[src/rtl/alu_pipe.sv]
// Two-stage pipelined ALU with valid/ready handshakes on both sides, registered flags
// and an internal carry flag so that ADC/SBB can chain multi-word arithmetic.
module alu_pipe #(
  parameter int WIDTH = 8
) (
  input  logic             clk,
  input  logic             rst,
  input  logic             in_valid,
  output logic             in_ready,
  input  logic [WIDTH-1:0] in_a,
  input  logic [WIDTH-1:0] in_b,
  input  logic [3:0]       opcode,
  output logic             out_valid,
  input  logic             out_ready,
  output logic [WIDTH-1:0] alu_out,
  output logic             alu_zero,
  output logic             alu_carry,
  output logic             alu_neg,
  output logic             alu_ovf
);

  localparam int MSB = WIDTH - 1;
  localparam logic [WIDTH:0] ONE = (WIDTH + 1)'(1);

  typedef enum logic [3:0] {
    OP_NOP = 4'h0, OP_ADD = 4'h1, OP_SUB = 4'h2, OP_INC = 4'h3,
    OP_DEC = 4'h4, OP_OR  = 4'h5, OP_AND = 4'h6, OP_XOR = 4'h7,
    OP_SHR = 4'h8, OP_SHL = 4'h9, OP_NOT = 4'hA, OP_NEG = 4'hB,
    OP_ADC = 4'hC, OP_SBB = 4'hD, OP_ROL = 4'hE, OP_ROR = 4'hF
  } op_e;

  function automatic logic add_ovf(input logic [WIDTH-1:0] a, input logic [WIDTH-1:0] b,
                                   input logic [WIDTH-1:0] r);
    return (a[MSB] == b[MSB]) && (r[MSB] != a[MSB]);
  endfunction

  function automatic logic sub_ovf(input logic [WIDTH-1:0] a, input logic [WIDTH-1:0] b,
                                   input logic [WIDTH-1:0] r);
    return (a[MSB] != b[MSB]) && (r[MSB] != a[MSB]);
  endfunction

  logic [WIDTH-1:0] a_p1;
  logic [WIDTH-1:0] b_p1;
  op_e              op_p1;
  logic             vld_p1;
  logic             carry_flag;

  logic             s2_free;
  logic             advance;
  logic             accept;

  logic [WIDTH:0]   ext;
  logic [WIDTH-1:0] res;
  logic             res_cy;
  logic             res_ov;

  assign s2_free  = !out_valid || out_ready;
  assign advance  = vld_p1 && s2_free;
  assign in_ready = !vld_p1 || s2_free;
  assign accept   = in_valid && in_ready;

  // Arithmetic ops run at WIDTH+1 bits so the carry/borrow falls out as the top bit.
  always_comb begin
    ext    = '0;
    res    = '0;
    res_cy = 1'b0;
    res_ov = 1'b0;
    case (op_p1)
      OP_NOP: ;
      OP_ADD: begin
        ext    = {1'b0, a_p1} + {1'b0, b_p1};
        res    = ext[MSB:0];
        res_cy = ext[WIDTH];
        res_ov = add_ovf(a_p1, b_p1, res);
      end
      OP_SUB: begin
        ext    = {1'b0, a_p1} - {1'b0, b_p1};
        res    = ext[MSB:0];
        res_cy = ext[WIDTH];
        res_ov = sub_ovf(a_p1, b_p1, res);
      end
      OP_INC: begin
        ext    = {1'b0, a_p1} + ONE;
        res    = ext[MSB:0];
        res_cy = ext[WIDTH];
      end
      OP_DEC: begin
        ext    = {1'b0, a_p1} - ONE;
        res    = ext[MSB:0];
        res_cy = ext[WIDTH];
      end
      OP_OR:  res = a_p1 | b_p1;
      OP_AND: res = a_p1 & b_p1;
      OP_XOR: res = a_p1 ^ b_p1;
      OP_SHR: begin
        res    = {1'b0, a_p1[MSB:1]};
        res_cy = a_p1[0];
      end
      OP_SHL: begin
        res    = {a_p1[MSB-1:0], 1'b0};
        res_cy = a_p1[MSB];
      end
      OP_NOT: res = ~a_p1;
      OP_NEG: begin
        ext    = {1'b0, ~a_p1} + ONE;
        res    = ext[MSB:0];
        res_cy = ext[WIDTH];
      end
      OP_ADC: begin
        ext    = {1'b0, a_p1} + {1'b0, b_p1} + {{WIDTH{1'b0}}, carry_flag};
        res    = ext[MSB:0];
        res_cy = ext[WIDTH];
        res_ov = add_ovf(a_p1, b_p1, res);
      end
      OP_SBB: begin
        ext    = {1'b0, a_p1} - {1'b0, b_p1} - {{WIDTH{1'b0}}, carry_flag};
        res    = ext[MSB:0];
        res_cy = ext[WIDTH];
        res_ov = sub_ovf(a_p1, b_p1, res);
      end
      OP_ROL: begin
        res    = {a_p1[MSB-1:0], a_p1[MSB]};
        res_cy = a_p1[MSB];
      end
      OP_ROR: begin
        res    = {a_p1[0], a_p1[MSB:1]};
        res_cy = a_p1[0];
      end
      default: ;
    endcase
  end

  // S1: operand capture
  always_ff @(posedge clk) begin
    if (accept) begin
      a_p1  <= in_a;
      b_p1  <= in_b;
      op_p1 <= op_e'(opcode);
    end
  end

  always_ff @(posedge clk) begin
    if (rst)         vld_p1 <= 1'b0;
    else if (accept) vld_p1 <= 1'b1;
    else if (advance) vld_p1 <= 1'b0;
  end

  // S2: result and flags; the carry flag tracks every computed op in acceptance order
  always_ff @(posedge clk) begin
    if (rst) begin
      out_valid  <= 1'b0;
      carry_flag <= 1'b0;
      alu_out    <= '0;
      alu_zero   <= 1'b1;
      alu_carry  <= 1'b0;
      alu_neg    <= 1'b0;
      alu_ovf    <= 1'b0;
    end else if (advance) begin
      out_valid  <= 1'b1;
      carry_flag <= res_cy;
      alu_out    <= res;
      alu_zero   <= (res == '0);
      alu_carry  <= res_cy;
      alu_neg    <= res[MSB];
      alu_ovf    <= res_ov;
    end else if (out_ready) begin
      out_valid  <= 1'b0;
    end
  end

endmodule

[config.mk]
export PLATFORM = sky130hd
export DESIGN_NAME = alu_pipe
export DESIGN_NICKNAME = d
export VERILOG_FILES = /design/src/rtl/alu_pipe.sv
export SDC_FILE = /design/constraint.sdc
export NUM_CORES = 1
export LEC_CHECK = 0
export CORE_ASPECT_RATIO = 1.75
export CORE_UTILIZATION = 55
export CTS_BUF_LIST = sky130_fd_sc_hd__clkbuf_4 sky130_fd_sc_hd__clkbuf_8
export CTS_CLUSTER_SIZE = 14
export DETAILED_ROUTE_END_ITERATION = 7
export PLACE_DENSITY = 0.84
export SLEW_MARGIN = 10
export SYNTH_ARGS = -nofsm -noshare
export SYNTH_HDL_FRONTEND = slang
export SYNTH_SLANG_ARGS = --single-unit
[constraint.sdc]
create_clock -name clk -period 8.8 [get_ports clk]
set_input_delay 2.2 -clock clk [delete_from_list [all_inputs] [get_ports clk]]
set_output_delay 2.2 -clock clk [all_outputs]
set_load 0.01 [all_outputs]
---- Yosys cells after proc, flatten, opt, wreduce, memory -nomap -nowiden ----
Cells that the tools add are included.
storage, ports and cells
  bits in registers ....................... 34
  latch bits .............................. 0
  bits in writable memories ............... 0
  ROM bits ................................ 0
  output and inout bits ................... 14
  memories kept ........................... 0
cells by class
  add/sub/neg operators ................... 7
  multiply operators ...................... 0
  divide/modulo/power cells ............... 0
  magnitude comparators ................... 0
  equality and inequality tests ........... 21
  shifts and indexed selects .............. 0
  muxes and demuxes ....................... 7
  bitwise logic cells ..................... 4
  reduce and logical (&&, ||, !) cells .... 15
operators by type and width
  kind                                                  count
  one-hot mux 8 bit (15 select lines)                   1
  equality test 4 bit (second input constant)           8
  adder 8 x 1 -> 9 bit (second input constant)          2
  equality test 4 x 3 -> 1 bit (second input constant)  4
  adder 8 x 8 -> 9 bit                                  1
  adder 9 x 1 -> 9 bit                                  1
  one-hot mux 1 bit (9 select lines)                    1
  subtractor 8 x 1 -> 9 bit (second input constant)     1
  subtractor 8 x 8 -> 9 bit                             1
  subtractor 9 x 1 -> 9 bit                             1
  AND 8 bit                                             1
  equality test 4 x 2 -> 1 bit (second input constant)  2
  zero test 8 bit                                       1
  inverter 8 bit                                        1
  bitwise OR 8 bit                                      1
  bitwise XOR 8 bit                                     1
  logical AND 1 bit                                     6
  != test 1 bit                                         5
  equality test 4 x 1 -> 1 bit (second input constant)  1
  2-to-1 mux 1 bit                                      4
  one-hot mux 1 bit (4 select lines)                    1
  nonzero test 2 bit                                    2
  OR reduction 2 bit                                    2
  zero test 1 bit                                       2
  2 further kinds                                       3

---- Depth between registers and ports, before layout ----
Gate-level depths: netlist of run 1.
  depth after elaboration ................. 5
  mapped depth ............................ 13
  depth with buffers taken out ............ 12

---- Worst setup path before layout of run 1 ----
OpenSTA, ideal clock, no wires.
  path type ............................... input port to output port
  start ................................... input out_ready
  end ..................................... output in_ready
  data arrival time ....................... 2.473 ns
  slack ................................... 4.127 ns
  stages .................................. 2
  path buffers ............................ 0
  cell sequence ........................... nor2b_1 > nand2_1
between the ends
  word-level cells in the longest chain between the ends .. 2
ends and longest elaborated chain
  what              RTL line  source
  start, declared   14        input logic out_ready,
  logical OR 1 bit  57        assign s2_free = !out_valid || out_ready;
  logical OR 1 bit  59        assign in_ready = !vld_p1 || s2_free;
  end, declared     9         output logic in_ready,
Every way passes these cells.

---- Worst setup path in the final report of run 1 ----
Ends and elaborated chain as after synthesis.

==> results of run 1 <==
cells in the final DEF (no fill, tap or decap), drive strengths merged, types with 4 or more instances in the layout:
| cell type | n |
|---|---|
| inv | 28 |
| nor4 | 4 |
| xor2 | 4 |
| nor2b | 8 |
| clkbuf | 7 |
| nand4b | 6 |
| or3 | 5 |
| ha | 30 |
| o22ai | 6 |
| dfxtp | 13 |
| nand4 | 6 |
| mux2i | 11 |
| o21ai | 19 |
| buf | 4 |
| nand2 | 23 |
| a21o | 4 |
| a221oi | 6 |
| xnor2 | 17 |
| edfxtp | 20 |
| nor3 | 11 |
| o211ai | 9 |
| and2 | 7 |
| o21a | 5 |
| nand2b | 8 |
| nor2 | 42 |
| or2 | 4 |
| a211o | 6 |
| nor3b | 5 |
| nand3 | 15 |
| clkdlybuf4s50 | 37 |
| a211oi | 13 |
| a21oi | 26 |
| nor4b | 4 |
| o31ai | 4 |
| a2bb2oi | 5 |
cells by family after synthesis:
| kind of cell | synth area share (%) |
|---|---|
| fa+ha+maj | 10.1 |
| flops | 20.8 |
| xor+xnor | 5.45 |
| buf+inv | 8.90 |
| simple gates | 24.1 |
| compound gates | 27.4 |
| mux | 3.21 |
sequential cells by signal (all words and copies together) (netlist names):
register	count
vld_p1	1
alu_out	8
alu_zero	1
out_valid	1
b_p1	8
op_p1	4
carry_flag	1
alu_ovf	1
a_p1	8
metal layers:
layer	routed length [um]	global-route usage (%)	up-vias
met4	943	27.4	0
met2	6280	56.6	191
li1	-	-	1811
met5	0	0	-
met3	631	4.10	55
met1	4630	39.8	1884
worst register-to-register path: stages (launching register included):
cell and delay (ns):
edfxtp_1 0.63, clkinv_1 0.38, ha_1 0.66, o21ai_1 0.24, or4_1 0.44, o211ai_1 0.24, nand3_1 0.25, xnor2_1 0.21
a221o_1 0.38, o41ai_2 0.34
through the flow:
step | setup WS [ns] | std cells | power, W | util [%]
3_3_place_gp | 3.24 | 567 | 0.000403 | 60.6
3_5_place_dp | 3.22 | 567 | 0.000409 | 60.6
2_1_floorplan | 4.13 | 470 | 0.000355 | -
6_report | 3.21 | 575 | 0.000569 | 62.2
4_1_cts | 3.21 | 575 | 0.000567 | 62.2
5_1_grt | 3.15 | 575 | 0.000594 | 62.2
cell type report:
| type | count | share of cell area [%] |
|---|---|---|
| Clock buffer | 7 | 2.00 |
| Clock inverter | 1 | 0.667 |
| Inverter | 29 | 2.42 |
| Multi-Input combinational cell | 378 | 64.5 |
| Sequential cell | 33 | 19.1 |
| Tap cell | 86 | 2.39 |
| Timing Repair Buffer | 41 | 8.90 |
power breakdown:
part	switching, W	leakage (nW)	internal (W)	total [W]
clock	0.0000612	0.0619	0.0000954	0.000157
combinational	0.000127	1.39	0.0000929	0.000219
sequential	0.0000183	0.302	0.000174	0.000193
final timing paths:
check	start	to
hold reg to reg	alu_out[0]$_SDFFE_PP0P_	alu_out[0]$_SDFFE_PP0P_
setup reg to reg	a_p1[4]$_DFFE_PP_	alu_zero$_SDFFE_PP1P_
setup / recovery	out_ready	in_ready
hold / removal	alu_out[0]$_SDFFE_PP0P_	alu_out[0]$_SDFFE_PP0P_
==> results_dict.tcl, run 1 <==
set metrics [dict create \
    status "complete, no violations" \
    cp_max_fo 3 \
    grt_pass1_vias 3871 \
    syn_nets 526 \
    synthFlopType "edfxtp_1" \
    slowest_delay_ns 0.49 \
    ys_ff_latch 33 \
    crit_required_ns 6.60 \
    hold_path.class "flop to flop" \
    crit_chain "clkdlybuf4s50_1 > nor2b_1 > nand2_1 > clkdlybuf4s50_1" \
    post_drt_wl_per_cell_um 21.7 \
    fin_skew_ns 0.00545 \
    ys_warn_count 0 \
    grt.overflow.total 0 \
    place_area_um2 4380 \
    synth_cell_type_count 97 \
    core_um2 7230 \
    path_depth 4 \
    synth_edf_count 20 \
    n_fill_cell 638 \
    drtPass1Iterations 5 \
    synth-seq-area-share_pct 20.8 \
    final_layout_size_suffix_gt1_share_pct 10.0 \
    max_freq_mhz 179 \
    hold_violations 0 \
    clk_latency_ns 0.30 \
    hold_depth 2 \
    finalWeightedCongestion 0.985 \
    maxCapViolCount 0 \
    synth_most_common_cell "nor2_1" \
    path_delay_family "buffers and inverters" \
    synth_common_cells "nor2_1, ha_1, a21oi_1, inv_1, nand2_1" \
    viasPerCell 6.85 \
    cp_num_buf_inv 2 \
    antenna_found_initial 0 \
    synth_area_leaders "edfxtp_1, ha_1, dfxtp_1" \
    ff2ff_path_depth 9 \
    antenna_left 0 \
    numCtsBuffers 5 \
    finalCriticalPeriod_ns 5.59 \
    critPathCaptureType "output pin" \
    relSlewSlack_pct 17.6 \
    finalInstanceArea_um2 4500 \
    pin_count 38 \
    path_clk_slew_ns 0.07 \
    grt_setup_unrepaired "false" \
    fin_nets 544 \
    p_leak_nw 1.75 \
    postSynthAreaPerCell_um2 8.79 \
    dr.first_iter.drc_count 332 \
    area_growth_pct 8.93 \
    multi_input_area_um2 2900 \
    setup_violations 0 \
    irDropWorstVdd_mv 0.114 \
    portBuffers 37 \
    syn_area_um2 4130 \
    post_cts_buffers 0 \
    start_util_pct 57.1 \
    r2r_setup_slack_ns 4.95 \
    grt_max_degree 34 \
    critPathSlowestCell "clkdlybuf4s50_1" \
    cp-start-kind "primary input" \
    seqCellArea_um2 861 \
    htreeDepth 2 \
    min_period_over_period_pct 63.6 \
    worstPathArrival_ns 3.39 \
    grt_pass1_wl_um 20200 \
    async_flop_share_pct 0 \
    num_rows 41 \
    syn_inst 470 \
    cpMostUsedCell "clkdlybuf4s50_1" \
    drc_errors 0 \
    cts-root-buf "clkbuf_8" \
    grt_usage_pct 34.7 \
    cellPowerDensity_nw_per_um2 126 \
    yosysTopAreaCell "edfxtp_1" \
    postCtsHoldBufs 0 \
    fin_hold_ws_ns 0.475 \
    synth_top_area_share_pct 14.5 \
    die_area_um2 7880 \
    slew_violations 0 \
    die_width_um 67.5 \
    n_antenna_cell 0 \
    route.vias.total 3941 \
    clk_path_buf_depth 2 \
    die_y_um 117 \
    cts_tree "built" \
    wirelength_um 12500 \
    cts_resized 0 \
    worstMarginPinSlew_ns 1.22 \
    path_class "primary input to output pin" \
    cts.sinks 33 \
    fin_tns_setup_ns 0 \
    place_hpwl_um 9420 \
]
No activity file was read; power rests on OpenSTA's default activity.
==> run 2, diff against run 1 <==
- PLACE_DENSITY: 0.84 -> 0.87
- clock period: 8.8 -> 4.6 ns (I/O delays scaled with it)
==> results_dict.tcl, run 2 (same netlist as run 1, synthesis figures left out) <==
set metrics [dict create \
    crit_required_ns 4.81 \
    max_freq_mhz 275 \
    post_cts_buffers 0 \
    wirelength_um 12900 \
    slowest_delay_ns 0.68 \
    grt.overflow.total 0 \
    fin_nets 548 \
    cellPowerDensity_nw_per_um2 225 \
    antenna_found_initial 0 \
    status "complete, no violations" \
    n_antenna_cell 0 \
    top_usage_layer "met2" \
    die_width_um 67.5 \
    finalCriticalPeriod_ns 3.64 \
    area_growth_pct 8.81 \
    grt_max_degree 33 \
    fin_tns_setup_ns 0 \
    die_area_um2 7880 \
    worstMarginPinSlew_ns 1.04 \
    numCtsBuffers 5 \
    pin_count 38 \
    finalWeightedCongestion 1.03 \
    cts_tree "built" \
    start_util_pct 57.1 \
    critPathLaunch "a_p1[4]$_DFFE_PP_" \
    reg_top3 "a_p1 x8, alu_out x8, b_p1 x8" \
    cts.sinks 33 \
    setup_violations 0 \
    cts-root-buf "clkbuf_8" \
    cp_num_buf_inv 1 \
    route.vias.total 3969 \
    cp_max_fo 11 \
    met1_usage_pct 37.1 \
    crit_chain "clkinv_1 > ha_1 > o21ai_1 > or4_1 > o211ai_1 > nand3_1 > xnor2_1 > a221o_1 > o41ai_2" \
    num_rows 41 \
    cp-start-kind "flop" \
    core_um2 7230 \
    htreeDepth 2 \
    finalPower_w 0.00101 \
    fin_hold_ws_ns 0.457 \
    grt_usage_pct 34.7 \
    viasPerCell 6.85 \
    slew_violations 0 \
    p_leak_nw 1.76 \
    path_delay_family "compound AO/OA/AOI/OAI gates" \
    hold_path.class "flop to flop" \
    layout_commonest_cell "nor2_1" \
    reg2reg_from "a_p1[4]$_DFFE_PP_" \
    worstPathArrival_ns 3.85 \
    met2_usage_pct 60.4 \
    path_clk_slew_ns 0.07 \
    critPathCaptureType "flop" \
    portBuffers 37 \
    antenna_left 0 \
    fin_skew_ns 0.00678 \
    final_layout_size_suffix_gt1_share_pct 10.8 \
    drc_errors 0 \
    drtPass1Iterations 5 \
    path_class "flop to flop" \
    grt_use_met3_pct 5.96 \
    relSlewSlack_pct 28.6 \
    dr.first_iter.drc_count 405 \
    hold_start "alu_out[0]$_SDFFE_PP0P_" \
    hold_violations 0 \
    place_hpwl_um 9960 \
    postCtsHoldBufs 0 \
    maxCapViolCount 0 \
    grt_pass1_wl_um 20000 \
    grt_pass1_vias 3836 \
    min_period_over_period_pct 79.1 \
    critPathSlowestCell "ha_1" \
    clk_latency_ns 0.30 \
    irDropWorstVdd_mv 0.195 \
    mostFrequentLayoutCells "nor2_1, clkdlybuf4s50_1, ha_1" \
    die_y_um 117 \
    cts_resized 0 \
    post_drt_wl_per_cell_um 22.2 \
    grt_setup_unrepaired "false" \
    clk_path_buf_depth 2 \
]
[run 2: cell types whose count changed in the layout (fill, tap and decap cells not counted), sizes merged]
| cell | delta |
|---|---|
| buf | +4 |
| clkbuf | -2 |
| bufinv | -1 |
| clkinv | +2 |
| inv | +1 |
[run 2: final timing paths]
check	slack, ns	depth (start not counted)	end
setup reg to reg	0.96	9	alu_zero$_SDFFE_PP1P_
hold reg to reg	0.46	2	alu_out[0]$_SDFFE_PP0P_
setup / recovery	0.96	9	alu_zero$_SDFFE_PP1P_
hold / removal	0.46	2	alu_out[0]$_SDFFE_PP0P_
[run 2: power by group]
part | switching [W] | internal (W) | leakage, nW
Sequential | 0.0000254 | 0.000334 | 0.302
Combinational | 0.000255 | 0.000180 | 1.41
Clock | 0.000114 | 0.000105 | 0.0482
[run 2: final cells by class]
cell class	count	area, um^2
Clock inverter	3	16.3
Fill cell	635	2740
Inverter	29	109
Clock buffer	5	68.8
Multi-Input combinational cell	378	2900
Timing Repair Buffer	45	430
Sequential cell	33	861
Tap cell	86	108
[run 2: layer usage]
layer	vias up	wire length [um]
met5	-	0
met4	0	872
met3	57	786
met2	206	6520
met1	1891	4680
li1	1815	-
[run 2: worst register-to-register path, cell delays in order, from the launching register on]
cell and delay, ns:
edfxtp_1 0.59, clkinv_1 0.33, ha_1 0.68, o21ai_1 0.24
or4_1 0.44, o211ai_1 0.19, nand3_1 0.21, xnor2_1 0.18
a221o_1 0.37, o41ai_2 0.33
[run 2: stage by stage]
step / setup WS, ns / instances / cell area (um^2) / util, %
floorplan: 1.48 / 470 / 4130 / -
global placement: 1.10 / 571 / 4410 / 61.0
detailed placement: 0.997 / 571 / 4410 / 61.0
CTS: 1.02 / 579 / 4500 / 62.2
global route: 0.781 / 579 / 4500 / 62.2
finish: 0.961 / 579 / 4500 / 62.2
==> run 3, diff against run 2 <==
- PLACE_DENSITY: 0.87 -> 0.84
- clock period: 4.6 -> 3.5 ns (I/O delays scaled with it)
==> results_dict.tcl, run 3 (same netlist as run 1, synthesis figures left out) <==
set metrics [dict create \
    status "complete, no violations" \
    grt_usage_pct 36.7 \
    wirelength_um 13300 \
    cts_tree "built" \
    crit_chain "ha_1 > fa_1 > ha_1 > and3b_1 > a21oi_1 > o32ai_1 > or4_1 > nor4_1 > nand4_1 > o41ai_2" \
    path_clk_slew_ns 0.08 \
    final_layout_size_suffix_gt1_share_pct 15.1 \
    portBuffers 37 \
    n_fill_cell 593 \
    setup_violations 0 \
    drtPass1Iterations 5 \
    antenna_left 0 \
    fin_skew_ns 0.0151 \
    p_leak_nw 1.88 \
    fin_nets 573 \
    cts.sinks 33 \
    drc_errors 0 \
    detailedPlace.worstSlack_ns 0.212 \
    antenna_found_initial 0 \
    die_y_um 117 \
    cellPowerDensity_nw_per_um2 297 \
    area_growth_pct 13.4 \
    cp-start-kind "flop" \
    place_hpwl_um 10100 \
    n_antenna_cell 0 \
    clk_latency_ns 0.32 \
    worstMarginPinSlew_ns 1.24 \
    fin_hold_ws_ns 0.469 \
    hold_violations 0 \
    route.vias.total 4078 \
    grt_pass1_vias 3953 \
    slew_violations 0 \
    worstPathArrival_ns 3.52 \
    num_rows 41 \
    max_freq_mhz 303 \
    cpMostUsedCell "ha_1" \
    mostFrequentLayoutCells "nor2_1, clkdlybuf4s50_1, buf_4" \
    viasPerCell 6.75 \
    finalCriticalPeriod_ns 3.30 \
    hold_path.class "flop to flop" \
    die_width_um 67.5 \
    pin_count 38 \
    critPathSlowestCell "or4_1" \
    dr.first_iter.drc_count 331 \
    slowest_delay_ns 0.55 \
    start_util_pct 57.1 \
    crit_required_ns 3.72 \
    numCtsBuffers 5 \
    die_area_um2 7880 \
    htreeDepth 2 \
    clk_path_buf_depth 2 \
    postCtsHoldBufs 0 \
    relSlewSlack_pct 16.5 \
    finalWeightedCongestion 1.10 \
    critPathLaunch "a_p1[0]$_DFFE_PP_" \
    reg2reg_from "a_p1[0]$_DFFE_PP_" \
    min_period_over_period_pct 94.2 \
    layout_commonest_cell "nor2_1" \
    hold_start "alu_out[0]$_SDFFE_PP0P_" \
    path_class "flop to flop" \
    setup_ws_ns 0.202 \
    fin_tns_setup_ns 0 \
    irDropWorstVdd_mv 0.266 \
    grt_setup_unrepaired "false" \
    hold_depth 2 \
    post_cts_buffers 0 \
    reg_top3 "a_p1 x8, alu_out x8, b_p1 x8" \
    cp_max_fo 4 \
    ff2ff_path_depth 10 \
    cts_resized 0 \
    grt.overflow.total 0 \
    post-route-util_pct 64.7 \
    grt_max_degree 25 \
    post_drt_wl_per_cell_um 22.1 \
    maxCapViolCount 0 \
    cts-root-buf "clkbuf_8" \
    grt_pass1_wl_um 21100 \
    critPathCaptureType "flop" \
    core_um2 7230 \
]
[run 3: changes by cell type in the layout (fill, tap and decap cells not counted), sizes merged]
cell,previous run,this run
buf,8,33
[run 3: report_power, final]
group | internal, W | switching, W | total (W)
registers | 0.000438 | 0.0000254 | 0.000463
clock network | 0.000138 | 0.000171 | 0.000310
logic | 0.000262 | 0.000354 | 0.000616
[run 3: routing by layer]
metal | vias up | GRT usage, % | share of wire, %
met2 | 216 | 60.1 | 50
li1 | 1868 | - | -
met5 | - | 0 | 0
met4 | 0 | 27.8 | 7.9
met3 | 77 | 8.69 | 6.7
met1 | 1917 | 39.7 | 35
[run 3: final timing paths]
kind,end,slack (ns)
max,alu_zero$_SDFFE_PP1P_,0.20
min,alu_out[0]$_SDFFE_PP0P_,0.47
max reg2reg,alu_zero$_SDFFE_PP1P_,0.20
min reg2reg,alu_out[0]$_SDFFE_PP0P_,0.47
[run 3: through the flow]
step,power (W),std cells,instance area (um^2)
CTS,0.00138,604,4680
global route,0.00145,604,4680
global placement,0.00106,596,4600
finish,0.00139,604,4680
detailed placement,0.00107,596,4600
floorplan,0.000892,470,4130
[run 3: cell type report]
class	instances	area (um^2)	area share, %
Multi-Input combinational cell	378	2900	62.0
Timing Repair Buffer	70	618	13.2
Inverter	29	109	2.32
Clock inverter	3	16.3	0.347
Tap cell	86	108	2.30
Clock buffer	5	68.8	1.47
Sequential cell	33	861	18.4
[run 3: critical path: cells and delay by family, from the launching register on]
kind | cells | cell delay (ns)
flops | 1 | 0.44
simple gates | 4 | 1.18
compound gates | 3 | 0.47
fa+ha+maj | 3 | 1.15
